## config.mk

```make
export PLATFORM = sky130hd
export DESIGN_NAME = vga_sync_decoder
export DESIGN_NICKNAME = d
export VERILOG_FILES = /design/src/rtl/vga_sync_decoder.sv
export SDC_FILE = /design/constraint.sdc
export NUM_CORES = 1
export LEC_CHECK = 0
export CORE_ASPECT_RATIO = 1.4
export CORE_MARGIN = 1
export CORE_UTILIZATION = 51
export CTS_CLUSTER_SIZE = 8
export DETAILED_ROUTE_END_ITERATION = 12
export MAX_ROUTING_LAYER = met4
export PLACE_DENSITY_LB_ADDON = 0.05
export SLEW_MARGIN = 15
export SYNTH_ARGS = -nofsm -noshare
export SYNTH_HDL_FRONTEND = slang
export SYNTH_SLANG_ARGS = --single-unit
```

## constraint.sdc

```tcl
create_clock -name iVGA_CLK -period 6.25 [get_ports iVGA_CLK]
set_clock_uncertainty 0.1 [all_clocks]
set_input_delay 0.625 -clock iVGA_CLK [delete_from_list [all_inputs] [get_ports iVGA_CLK]]
set_output_delay 0.625 -clock iVGA_CLK [all_outputs]
set_load 0.05 [all_outputs]
```

## src/rtl/vga_sync_decoder.sv

```systemverilog
// rtl/vga_sync_decoder.sv - VGA receive-side timing recovery, lock checker and probe sampler
// Optional per-frame CRC-16-CCITT over active pixels when VGA_SYNC_CRC_EN is defined.
module vga_sync_decoder #(
    parameter int H_ACTIVE    = 640,
    parameter int V_ACTIVE    = 480,
    parameter int H_TOTAL     = 800,
    parameter int V_TOTAL     = 525,
    parameter int LOCK_FRAMES = 2
) (
    input  logic        iVGA_CLK,
    input  logic        iRST_n,
    input  logic        iHS,
    input  logic        iVS,
    input  logic        iBLANK_n,
    input  logic [23:0] iRGB,
    input  logic [9:0]  iProbe_x,
    input  logic [9:0]  iProbe_y,
    input  logic        iErr_clr,
    output logic [9:0]  oX,
    output logic [9:0]  oY,
    output logic        oPix_valid,
    output logic        oLocked,
    output logic        oErr_sticky,
    output logic [10:0] oLine_len,
    output logic [9:0]  oFrame_lines,
    output logic [15:0] oFrame_cnt,
    output logic [23:0] oProbe_rgb,
    output logic        oProbe_valid,
    output logic [15:0] oFrame_crc
);

    typedef enum logic [1:0] {SEARCH, MEASURE, LOCKED} state_t;

    state_t      state, state_n;
    logic        hs_q, vs_q, blank_q, clr_q;
    logic        hs_p, vs_p, blank_p;
    logic [23:0] rgb_q;
    logic [10:0] hcnt;
    logic [9:0]  vlines, alines, xcnt, ycnt;
    logic [3:0]  good, good_n, good_inc;
    logic        per_bad;

    logic        hs_fall, vs_fall, blank_fall;
    logic [11:0] line_len_now;
    logic        hper_bad, line_bad, frame_bad, timeout, err_set;
    logic [9:0]  vlines_inc, alines_inc;

    assign hs_fall      = hs_p & ~hs_q;
    assign vs_fall      = vs_p & ~vs_q;
    assign blank_fall   = blank_p & ~blank_q;
    assign line_len_now = {1'b0, hcnt} + 12'd1;
    assign hper_bad     = hs_fall && (line_len_now != 12'(H_TOTAL));
    assign line_bad     = blank_fall && (xcnt != 10'(H_ACTIVE));
    assign vlines_inc   = vlines + {9'd0, hs_fall};
    assign alines_inc   = alines + {9'd0, blank_fall};
    // The HS fall that coincides with VS fall closes the ending frame.
    assign frame_bad    = per_bad | hper_bad | (vlines_inc != 10'(V_TOTAL))
                        | (alines_inc != 10'(V_ACTIVE));
    assign timeout      = !hs_fall && (hcnt == 11'd2046);
    assign good_inc     = good + 4'd1;

    always_comb begin
        state_n = state;
        good_n  = good;
        err_set = 1'b0;
        case (state)
            SEARCH: begin
                if (vs_fall) begin
                    state_n = MEASURE;
                    good_n  = 4'd0;
                end
            end
            MEASURE: begin
                if (vs_fall) begin
                    if (frame_bad) begin
                        good_n = 4'd0;
                    end else if (good_inc == 4'(LOCK_FRAMES)) begin
                        good_n  = 4'd0;
                        state_n = LOCKED;
                    end else begin
                        good_n = good_inc;
                    end
                end else if (line_bad) begin
                    good_n = 4'd0;
                end
            end
            LOCKED: begin
                if (line_bad || hper_bad || (vs_fall && frame_bad)) begin
                    err_set = 1'b1;
                    state_n = SEARCH;
                end
            end
            default: state_n = SEARCH;
        endcase
        if (timeout) begin
            state_n = SEARCH;
            good_n  = 4'd0;
            if (state == LOCKED) err_set = 1'b1;
        end
    end

    always_ff @(posedge iVGA_CLK or negedge iRST_n) begin
        if (!iRST_n) begin
            state        <= SEARCH;
            good         <= 4'd0;
            hs_q         <= 1'b0;
            vs_q         <= 1'b0;
            blank_q      <= 1'b0;
            clr_q        <= 1'b0;
            hs_p         <= 1'b0;
            vs_p         <= 1'b0;
            blank_p      <= 1'b0;
            rgb_q        <= 24'd0;
            hcnt         <= 11'd0;
            vlines       <= 10'd0;
            alines       <= 10'd0;
            xcnt         <= 10'd0;
            ycnt         <= 10'd0;
            per_bad      <= 1'b0;
            oX           <= 10'd0;
            oY           <= 10'd0;
            oPix_valid   <= 1'b0;
            oLocked      <= 1'b0;
            oErr_sticky  <= 1'b0;
            oLine_len    <= 11'd0;
            oFrame_lines <= 10'd0;
            oFrame_cnt   <= 16'd0;
            oProbe_rgb   <= 24'd0;
            oProbe_valid <= 1'b0;
        end else begin
            hs_q    <= iHS;
            vs_q    <= iVS;
            blank_q <= iBLANK_n;
            clr_q   <= iErr_clr;
            rgb_q   <= iRGB;
            hs_p    <= hs_q;
            vs_p    <= vs_q;
            blank_p <= blank_q;
            state   <= state_n;
            good    <= good_n;
            oLocked <= (state_n == LOCKED);
            oErr_sticky <= err_set | (oErr_sticky & ~clr_q);

            if (hs_fall) begin
                oLine_len <= line_len_now[11] ? 11'h7FF : line_len_now[10:0];
                hcnt      <= 11'd0;
            end else if (hcnt != 11'h7FF) begin
                hcnt <= hcnt + 11'd1;
            end

            if (vs_fall) begin
                oFrame_lines <= vlines_inc;
                oFrame_cnt   <= oFrame_cnt + 16'd1;
                vlines       <= 10'd0;
                alines       <= 10'd0;
                ycnt         <= 10'd0;
                per_bad      <= 1'b0;
            end else begin
                vlines  <= vlines_inc;
                alines  <= alines_inc;
                per_bad <= per_bad | hper_bad;
                if (blank_fall) ycnt <= ycnt + 10'd1;
            end

            if (blank_fall) begin
                xcnt <= 10'd0;
            end else if (blank_q && xcnt != 10'h3FF) begin
                xcnt <= xcnt + 10'd1;
            end

            oPix_valid <= blank_q;
            oX         <= blank_q ? xcnt : 10'd0;
            oY         <= ycnt;

            // Probe coordinates are compared live, not through the input registers.
            oProbe_valid <= blank_q && (xcnt == iProbe_x) && (ycnt == iProbe_y);
            if (blank_q && (xcnt == iProbe_x) && (ycnt == iProbe_y)) oProbe_rgb <= rgb_q;
        end
    end

`ifdef VGA_SYNC_CRC_EN
    logic [15:0] crc;

    function automatic logic [15:0] crc_step(input logic [15:0] c, input logic [23:0] d);
        logic [15:0] r;
        r = c;
        for (int i = 23; i >= 0; i--) begin
            r = (r[15] ^ d[i]) ? ({r[14:0], 1'b0} ^ 16'h1021) : {r[14:0], 1'b0};
        end
        return r;
    endfunction

    always_ff @(posedge iVGA_CLK or negedge iRST_n) begin
        if (!iRST_n) begin
            crc        <= 16'hFFFF;
            oFrame_crc <= 16'd0;
        end else if (vs_fall) begin
            oFrame_crc <= crc;
            crc        <= 16'hFFFF;
        end else if (blank_q) begin
            crc <= crc_step(crc, rgb_q);
        end
    end
`else
    assign oFrame_crc = 16'h0000;
`endif

endmodule

```

==> flow_metrics.env, run 1 <==
export IMPL_antenna_found_initial=0
export IMPL_vdd_drop_max_v=0.000210
export IMPL_yosys_warnings=0
export IMPL_synth_top_area_frac=0.588
export IMPL_synth_area_top_cells="dfrtp_1, nand2_1, xnor2_1"
export IMPL_synth_area_per_cell_um2=10.6
export IMPL_drive_gt1_frac=0.0541
export IMPL_dp_hpwl_um=11100
export IMPL_die_height_um=144
export IMPL_pre_cts_ws_ns=2.12
export IMPL_fp_coreArea_um2=14000
export IMPL_final_cell_mix="dfrtp_1, clkdlybuf4s50_1, nand2_1"
export IMPL_track_usage=0.225
export IMPL_place_congestion=0.888
export IMPL_die_x_um=104
export IMPL_synth_edf_count=0
export IMPL_drtPass1Iterations=4
export IMPL_r2r_cells=11
export IMPL_diodes=0
export IMPL_async_flop_share=1.00
export IMPL_powerDensity_nw_per_um2=305
export IMPL_cts_resized=0
export IMPL_setup_ws_ns=2.14
export IMPL_synth_cells=695
export IMPL_h_tree_depth=4
export IMPL_synth_main_ff_cell="dfrtp_1"
export IMPL_yosys_area_top_type="dfrtp_1"
export IMPL_design_area_um2=9400
export IMPL_slew_headroom=0.275
export IMPL_io_buffers=134
export IMPL_arrival_ns=4.31
export IMPL_ys_types=51
export IMPL_ys_seq_elements=173
export IMPL_period_minus_slack_ns=4.11
export IMPL_grt_pass1_vias=5323
export IMPL_routed_via_density=5.21
export IMPL_max_cap_violations=0
export IMPL_drt_wl_total_um=15600
export IMPL_startpoint_type="flop"
export IMPL_nFillCells=1104
export IMPL_drtIter0Drc=239
export IMPL_numCtsBuffers=17
export IMPL_tightest_slew_ns=1.08
export IMPL_fin_nets=882
export IMPL_hold_viol=0
export IMPL_globalRouteOverflowTotal=0
export IMPL_r2r_start="hs_q"
export IMPL_wl_per_cell_um=15.3
export IMPL_p_leak_nw=4.19
export IMPL_drc=0
export IMPL_start_util=0.527
export IMPL_final_common_cell="dfrtp_1"
export IMPL_cts_hold_buffers=0
export IMPL_crit_path_end_kind="flop"
export IMPL_clk_path_buf_depth=2
export IMPL_io_pins=151
export IMPL_cts_root_buf="clkbuf_16"
export IMPL_critPathRequiredTime_ns=6.46
export IMPL_path_max_fanout=20
export IMPL_yosysSeqAreaShare=0.588
export IMPL_hp_class="primary input to async pin"
export IMPL_critPathKind="flop to flop"
export IMPL_syn_to_final_growth_pct=27.7
export IMPL_drv_slew=0
export IMPL_crit_start="hs_q"
export IMPL_hold_slack_ns=0.157
export IMPL_cts_setup_buffers=0
export IMPL_num_rows=51
export IMPL_cts_tree="built"
export IMPL_syn_area_um2=7360
export IMPL_rsz0062_at_grt="no"
export IMPL_die_area_um2=14900
export IMPL_vias=5300
export IMPL_setup_viol=0
export IMPL_multi_input_area_um2=2820
export IMPL_grt_pass1_wl_um=25600
export IMPL_place_area_um2=8790
export IMPL_status="complete, no violations"
export IMPL_post_route_period_util=0.657
export IMPL_fmaxAchievable_mhz=244
export IMPL_path_clk_slew_ns=0.07
export IMPL_tns_ns=0
export IMPL_grt_max_degree=96
export IMPL_clock_latency_ns=0.43
export IMPL_register_area_um2=4330
export IMPL_clock_sinks=173
export IMPL_ant_nets=0
[per-stage QoR]
| step | util | total power, W | cells |
|---|---|---|---|
| floorplan | - | 0.00162 | 710 |
| global placement | 0.629 | 0.00180 | 986 |
| CTS | 0.673 | 0.00290 | 1017 |
| finish | 0.673 | 0.00287 | 1017 |
| detailed placement | 0.629 | 0.00181 | 986 |
| global route | 0.673 | 0.00299 | 1017 |
[registers in the layout, summed over array words and instances (netlist names), 2 cells and up]
signal	count
oFrame_cnt	16
ycnt	10
oFrame_lines	10
hcnt	11
alines	10
vlines	10
oLine_len	11
oProbe_rgb	24
good	4
oX	10
rgb_q	24
oY	10
xcnt	10
state	2
[synth_stat cells (all sizes together), types with 2 or more instances]
| cell | instances |
|---|---|
| nand2 | 112 |
| mux2 | 4 |
| and4 | 5 |
| xnor2 | 37 |
| nor2 | 67 |
| o21ai | 18 |
| nor4 | 11 |
| nand3 | 31 |
| nand3b | 2 |
| nor4b | 6 |
| nor3 | 10 |
| o32ai | 2 |
| a21oi | 29 |
| nor2b | 5 |
| o31ai | 2 |
| a31oi | 5 |
| inv | 13 |
| or4b | 2 |
| nand2b | 8 |
| a211o | 2 |
| o22ai | 4 |
| dfrtp | 173 |
| clkbuf | 24 |
| xor2 | 37 |
| and3 | 8 |
| and2 | 10 |
| ha | 12 |
| or3 | 4 |
| mux2i | 4 |
| buf | 22 |
| nand4 | 12 |
| a211oi | 3 |
[where the power goes]
part / internal, W / leakage, nW / switching, W
clock network: 0.000660 / 0.292 / 0.000417
registers: 0.00120 / 2.27 / 0.0000860
logic: 0.000182 / 1.63 / 0.000321
total: 0.00205 / 4.19 / 0.000825
[path summary, 6_finish.rpt]
| check | to | slack, ns |
|---|---|---|
| hold / removal | oX[7] | 0.16 |
| min in group iVGA_CLK | hs_p | 0.27 |
| setup / recovery | oErr_sticky | 2.14 |
| hold reg to reg | hs_p | 0.27 |
| setup reg to reg | oErr_sticky | 2.14 |
| max in group asynchronous | oProbe_rgb[21] | 4.42 |
[cell families after synthesis]
| family | after synthesis | share of synthesized area |
|---|---|---|
| compound gates | 72 | 0.0617 |
| xor+xnor | 74 | 0.0880 |
| fa+ha+maj | 12 | 0.0204 |
| buf+inv | 59 | 0.0391 |
| flops | 173 | 0.588 |
| mux | 8 | 0.0116 |
| other cells | 1 | 0.000509 |
| simple gates | 296 | 0.191 |
[area by class of cell]
cell class,instances,area share
tap,185,0.0246
multi-input combinational,478,0.300
sequential,173,0.460
clock buffer,22,0.0504
clock inverter,9,0.0145
timing repair buffer,137,0.145
inverter,13,0.00519
[worst max-delay path: stages, from the launching register on]
cell,delay [ns]
dfrtp_1,0.37
nand2b_1,0.28
inv_1,0.52
ha_1,0.29
ha_1,0.26
nor4b_1,0.29
nand2_1,0.08
or4b_1,0.47
nor3_1,0.12
or4b_1,0.67
a2111oi_4,0.41
o32ai_1,0.11
[layer usage]
| layer | part of all wire | track usage |
|---|---|---|
| met3 | 0.034 | 0.0500 |
| met2 | 0.54 | 0.393 |
| met4 | 0.022 | 0.0923 |
| met5 | 0 | - |
| met1 | 0.41 | 0.251 |
Power figures use the tool's default switching activity.
==> run 2: changes to the inputs <==
==> constraint.sdc (replaced) <==
create_clock -name iVGA_CLK -period 4 [get_ports iVGA_CLK]
set_clock_uncertainty 0.1 [all_clocks]
set_input_delay 0.4 -clock iVGA_CLK [delete_from_list [all_inputs] [get_ports iVGA_CLK]]
set_output_delay 0.4 -clock iVGA_CLK [all_outputs]
set_load 0.05 [all_outputs]
==> run 2 against run 1 <==
  * Hold slack better by 0.12 ns
  * Critical path depth unchanged
  * Clock power up 50%
  * Worst setup slack worse by 1.8 ns
  * Global-route usage about the same
  * Via count up 0.94%
  * Die area unchanged
  * Register-to-register slack worse by 1.8 ns
  * Final cell count up 0.59%
  * First-iteration DRC count down 1.3%
==> flow_metrics.env, run 2 (same netlist as run 1, synthesis figures left out) <==
export IMPL_status="complete, no violations"
export IMPL_worstHoldEndpoint="hs_p"
export IMPL_die_height_um=144
export IMPL_hp_class="flop to flop"
export IMPL_die_area_um2=14900
export IMPL_pwr_share_seq=0.454
export IMPL_min_path_cells=0
export IMPL_place_congestion=0.888
export IMPL_drtIter0Drc=236
export IMPL_cts_root_buf="clkbuf_16"
export IMPL_p_sw_w=0.00142
export IMPL_min_from="hs_q"
export IMPL_final_cell_mix="dfrtp_1, clkdlybuf4s50_1, nand2_1"
export IMPL_num_rows=51
export IMPL_fmaxAchievable_mhz=277
export IMPL_syn_to_final_growth_pct=28.2
export IMPL_vias=5350
export IMPL_reg2reg_slack_ns=0.38
export IMPL_critPathKind="flop to flop"
export IMPL_post_route_period_util=0.904
export IMPL_hold_viol=0
export IMPL_max_cap_violations=0
export IMPL_wl_per_cell_um=15.2
export IMPL_tns_ns=0
export IMPL_vdd_drop_max_v=0.000370
export IMPL_r2r_end="oErr_sticky"
export IMPL_final_common_cell="dfrtp_1"
export IMPL_grt_max_degree=92
export IMPL_fp_coreArea_um2=14000
export IMPL_tightest_slew_ns=1.04
export IMPL_clock_latency_ns=0.43
export IMPL_io_buffers=134
export IMPL_critPathRequiredTime_ns=4.20
export IMPL_cts_tree="built"
export IMPL_drt_wl_total_um=15500
export IMPL_track_usage=0.225
export IMPL_largest_registers="oProbe_rgb: 24 flops, rgb_q: 24 flops, oFrame_cnt: 16 flops"
export IMPL_die_x_um=104
export IMPL_internal_power_w=0.00301
export IMPL_drc=0
export IMPL_grt_pass1_wl_um=25800
export IMPL_io_pins=151
export IMPL_clk_path_buf_depth=2
export IMPL_crit_path_end_kind="flop"
export IMPL_numCtsBuffers=17
export IMPL_p_leak_nw=4.21
export IMPL_period_minus_slack_ns=3.62
export IMPL_h_tree_depth=4
export IMPL_finalPower_w=0.00443
export IMPL_place_area_um2=8830
export IMPL_layout_cells_non_filler=1023
export IMPL_path_max_fanout=11
export IMPL_diodes=0
export IMPL_setup_viol=0
export IMPL_r2r_cells=11
export IMPL_drive_gt1_frac=0.0621
export IMPL_placedCellCount=990
export IMPL_path_clk_slew_ns=0.07
export IMPL_combPwrFrac=0.180
export IMPL_final_core_util=0.675
export IMPL_grt_pass1_vias=5324
export IMPL_r2r_start="blank_q"
export IMPL_routed_via_density=5.23
export IMPL_arrival_ns=3.82
export IMPL_clock_sinks=173
export IMPL_ant_nets=0
export IMPL_fin_nets=887
export IMPL_dp_hpwl_um=10900
export IMPL_sw_frac_of_total=0.321
export IMPL_drv_slew=0
export IMPL_startpoint_type="flop"
export IMPL_clockPowerShare=0.366
export IMPL_drtPass1Iterations=6
export IMPL_design_area_um2=9440
export IMPL_rsz0062_at_grt="no"
export IMPL_globalRouteOverflowTotal=0
export IMPL_start_util=0.527
export IMPL_powerDensity_nw_per_um2=469
export IMPL_antenna_found_initial=0
export IMPL_slew_headroom=0.303
## run 2: worst max path at each step
stage | depth (start not counted) | startpoint | endpoint
after detailed placement | 11 | blank_q | oErr_sticky
after CTS | 11 | blank_q | oErr_sticky
after global routing | 11 | blank_q | oErr_sticky
after global placement | 11 | blank_q | oErr_sticky
after floorplan | 15 | hs_q | oErr_sticky
final | 11 | blank_q | oErr_sticky
## run 2: power groups by stage
stage,registers (W),clock network (W),logic (W)
6_report,0.00201,0.00162,0.000798
5_1_grt,0.00203,0.00172,0.000860
4_1_cts,0.00201,0.00166,0.000805
3_5_place_dp,0.00204,0,0.000800
3_3_place_gp,0.00204,0,0.000791
2_1_floorplan,0.00226,0,0.000274
## run 2: stage by stage
step,setup WS (ns),hold WS [ns]
after global routing,0.123,0.291
final,0.384,0.276
after floorplan,0.0798,0.00441
after CTS,0.382,0.278
after detailed placement,0.425,0.256
after global placement,0.512,0.253
## run 2: timing repair
item	CTS	global route
buffers inserted	0	0
hold buffers	1	0
gates resized for setup	0	0
hold endpoints to repair	82	0
## run 2: per-layer routing
metal  up-vias  GRT usage  share of wire
li1       2561          -              -
met4         0     0.0984          0.025
met3        36     0.0419          0.035
met2       141      0.385           0.52
met1      2612      0.263           0.42
met5         -          -              0
## run 2: worst max-delay path, cell delays in order, from the launching register on
cell       delay (ns)
dfrtp_1          0.39
nand2b_1         0.23
inv_2            0.20
ha_1             0.20
ha_1             0.24
nor4b_1          0.28
nand2_1          0.07
or4b_1           0.47
nor3_1           0.13
or4b_1           0.66
a2111oi_4        0.41
o32ai_1          0.12
## run 2: final cells by class
| class | count | area, um2 |
|---|---|---|
| Fill cell | 1058 | 4540 |
| Multi-Input combinational cell | 478 | 2820 |
| Sequential cell | 173 | 4330 |
| Clock inverter | 15 | 170 |
| Tap cell | 185 | 231 |
| Inverter | 13 | 48.8 |
| Timing Repair Buffer | 142 | 1420 |
| Clock buffer | 17 | 425 |
==> run 3: changes to the inputs <==
==> config.mk (replaced) <==
export PLATFORM = sky130hd
export DESIGN_NAME = vga_sync_decoder
export DESIGN_NICKNAME = d
export VERILOG_FILES = /design/src/rtl/vga_sync_decoder.sv
export SDC_FILE = /design/constraint.sdc
export NUM_CORES = 1
export LEC_CHECK = 0
export CORE_ASPECT_RATIO = 0.7
export CORE_MARGIN = 1
export CORE_UTILIZATION = 51
export CTS_CLUSTER_SIZE = 8
export DETAILED_ROUTE_END_ITERATION = 12
export PLACE_DENSITY_LB_ADDON = 0.05
export SLEW_MARGIN = 20
export SYNTH_ARGS = -nofsm -noshare
export SYNTH_HDL_FRONTEND = slang
export SYNTH_SLANG_ARGS = --single-unit
==> run 3 against run 2 <==
  * Hold slack got worse by 0.0037 ns
  * Wire length grew 0.73%
  * Die area barely moved
  * Sequential power about the same
  * Clock-buffer cell count rose by 1
  * Final area increased by 0.27%
  * Worst setup slack worse by 0.022 ns
  * Final cell count rose by 0.88%
  * Highest routed layer unchanged
==> flow_metrics.env, run 3 (same netlist as run 1, synthesis figures left out) <==
export IMPL_cp_num_buf_inv=1
export IMPL_p_leak_nw=4.23
export IMPL_fmaxAchievable_mhz=275
export IMPL_drc=0
export IMPL_vias=5350
export IMPL_cpPeakStageDelay_ns=0.66
export IMPL_die_x_um=146
export IMPL_largest_registers="oProbe_rgb: 24 flops, rgb_q: 24 flops, oFrame_cnt: 16 flops"
export IMPL_grt_max_degree=112
export IMPL_cts_root_buf="clkbuf_16"
export IMPL_die_height_um=103
export IMPL_fin_nets=891
export IMPL_grt_pass1_vias=4989
export IMPL_hp_class="flop to flop"
export IMPL_dp_hpwl_um=10900
export IMPL_numCtsBuffers=17
export IMPL_clk_path_buf_depth=2
export IMPL_start_util=0.526
export IMPL_critical_path_slowest_cell="or4b_1"
export IMPL_powerDensity_nw_per_um2=466
export IMPL_syn_to_final_growth_pct=28.5
export IMPL_path_cells="nand2b_1 -> inv_2 -> ha_1 -> ha_1 -> nor4b_1 -> nand2_1 -> or4b_1 -> nor3_1 -> or4b_1 -> a2111oi_4 -> o32ai_1"
export IMPL_critPathKind="flop to flop"
export IMPL_num_rows=36
export IMPL_drt_wl_total_um=15700
export IMPL_crit_start="blank_q"
export IMPL_r2r_cells=11
export IMPL_drtPass1Iterations=5
export IMPL_ant_nets=0
export IMPL_slew_headroom=0.555
export IMPL_drtIter0Drc=364
export IMPL_grt_pass1_wl_um=25400
export IMPL_max_cap_violations=0
export IMPL_r2r_end="oErr_sticky"
export IMPL_rsz0062_at_grt="no"
export IMPL_tns_ns=0
export IMPL_io_pins=151
export IMPL_final_core_util=0.676
export IMPL_crit_path_end_kind="flop"
export IMPL_min_path_cells=0
export IMPL_hold_viol=0
export IMPL_drive_gt1_frac=0.0665
export IMPL_die_area_um2=14900
export IMPL_cp_num_cells=11
export IMPL_h_tree_depth=4
export IMPL_critPathRequiredTime_ns=4.21
export IMPL_crit_family="simple AND/OR/NAND/NOR gates"
export IMPL_path_clk_slew_ns=0.07
export IMPL_clock_latency_ns=0.43
export IMPL_cts_resized=0
export IMPL_diodes=0
export IMPL_arrival_ns=3.84
export IMPL_path_max_fanout=11
export IMPL_crit_end="oErr_sticky"
export IMPL_hold_slack_ns=0.272
export IMPL_period_minus_slack_ns=3.64
export IMPL_status="complete, no violations"
export IMPL_io_buffers=134
export IMPL_vdd_drop_max_v=0.000428
export IMPL_clock_sinks=173
export IMPL_fp_coreArea_um2=14000
export IMPL_final_common_cell="dfrtp_1"
export IMPL_post_route_period_util=0.910
export IMPL_tightest_slew_ns=0.665
export IMPL_reg2reg_slack_ns=0.36
export IMPL_setup_viol=0
export IMPL_cts_tree="built"
export IMPL_drv_slew=0
export IMPL_r2r_start="blank_q"
export IMPL_track_usage=0.221
export IMPL_startpoint_type="flop"
export IMPL_globalRouteOverflowTotal=0
export IMPL_antenna_found_initial=0
export IMPL_final_cell_mix="dfrtp_1, clkdlybuf4s50_1, nand2_1"
export IMPL_wl_per_cell_um=15.2
export IMPL_place_congestion=0.858
export IMPL_routed_via_density=5.18
==> run 3: layout make-up <==
cell class	instances	area, um2
fill	1063	4540
tap	190	238
multi-input combinational	478	2820
timing repair buffer	146	1460
clock inverter	14	138
sequential	173	4330
clock buffer	18	439
inverter	13	48.8
==> run 3: stage by stage <==
step / worst slack, ns / instances / power, W / area, um2
floorplan: 0.0798 / 710 / 0.00253 / 7420
global placement: 0.470 / 998 / 0.00283 / 8850
detailed placement: 0.364 / 998 / 0.00284 / 8850
CTS: 0.364 / 1030 / 0.00446 / 9430
global route: 0.138 / 1032 / 0.00460 / 9460
finish: 0.362 / 1032 / 0.00441 / 9460
==> run 3: how the worst min path moves through the flow <==
stage	from	to	slack (ns)
2_1_floorplan	iRST_n	alines[0]	0.004
3_3_place_gp	hs_q	hs_p	0.25
3_5_place_dp	hs_q	hs_p	0.27
4_1_cts	iRST_n	oX[3]	0.04
5_1_grt	iRGB[23]	rgb_q[23]	0.29
6_report	hs_q	hs_p	0.27
==> run 3: report_power, final <==
part           switching, W  internal, W  total [W]
logic              0.000515     0.000290   0.000805
clock network      0.000709     0.000887    0.00160
registers          0.000128      0.00188    0.00201
total               0.00135      0.00306    0.00441
==> run 3: what timing repair did <==
action                                 CTS  global route
endpoints found under the hold margin    0            28
setup buffers                            0             0
hold buffers                             0             1
==> run 3: metal layers <==
| metal | GRT usage | routed length, um |
|---|---|---|
| met5 | 0 | 0 |
| met4 | 0.0858 | 229 |
| met3 | 0.0429 | 756 |
| met2 | 0.322 | 6880 |
| met1 | 0.330 | 7780 |
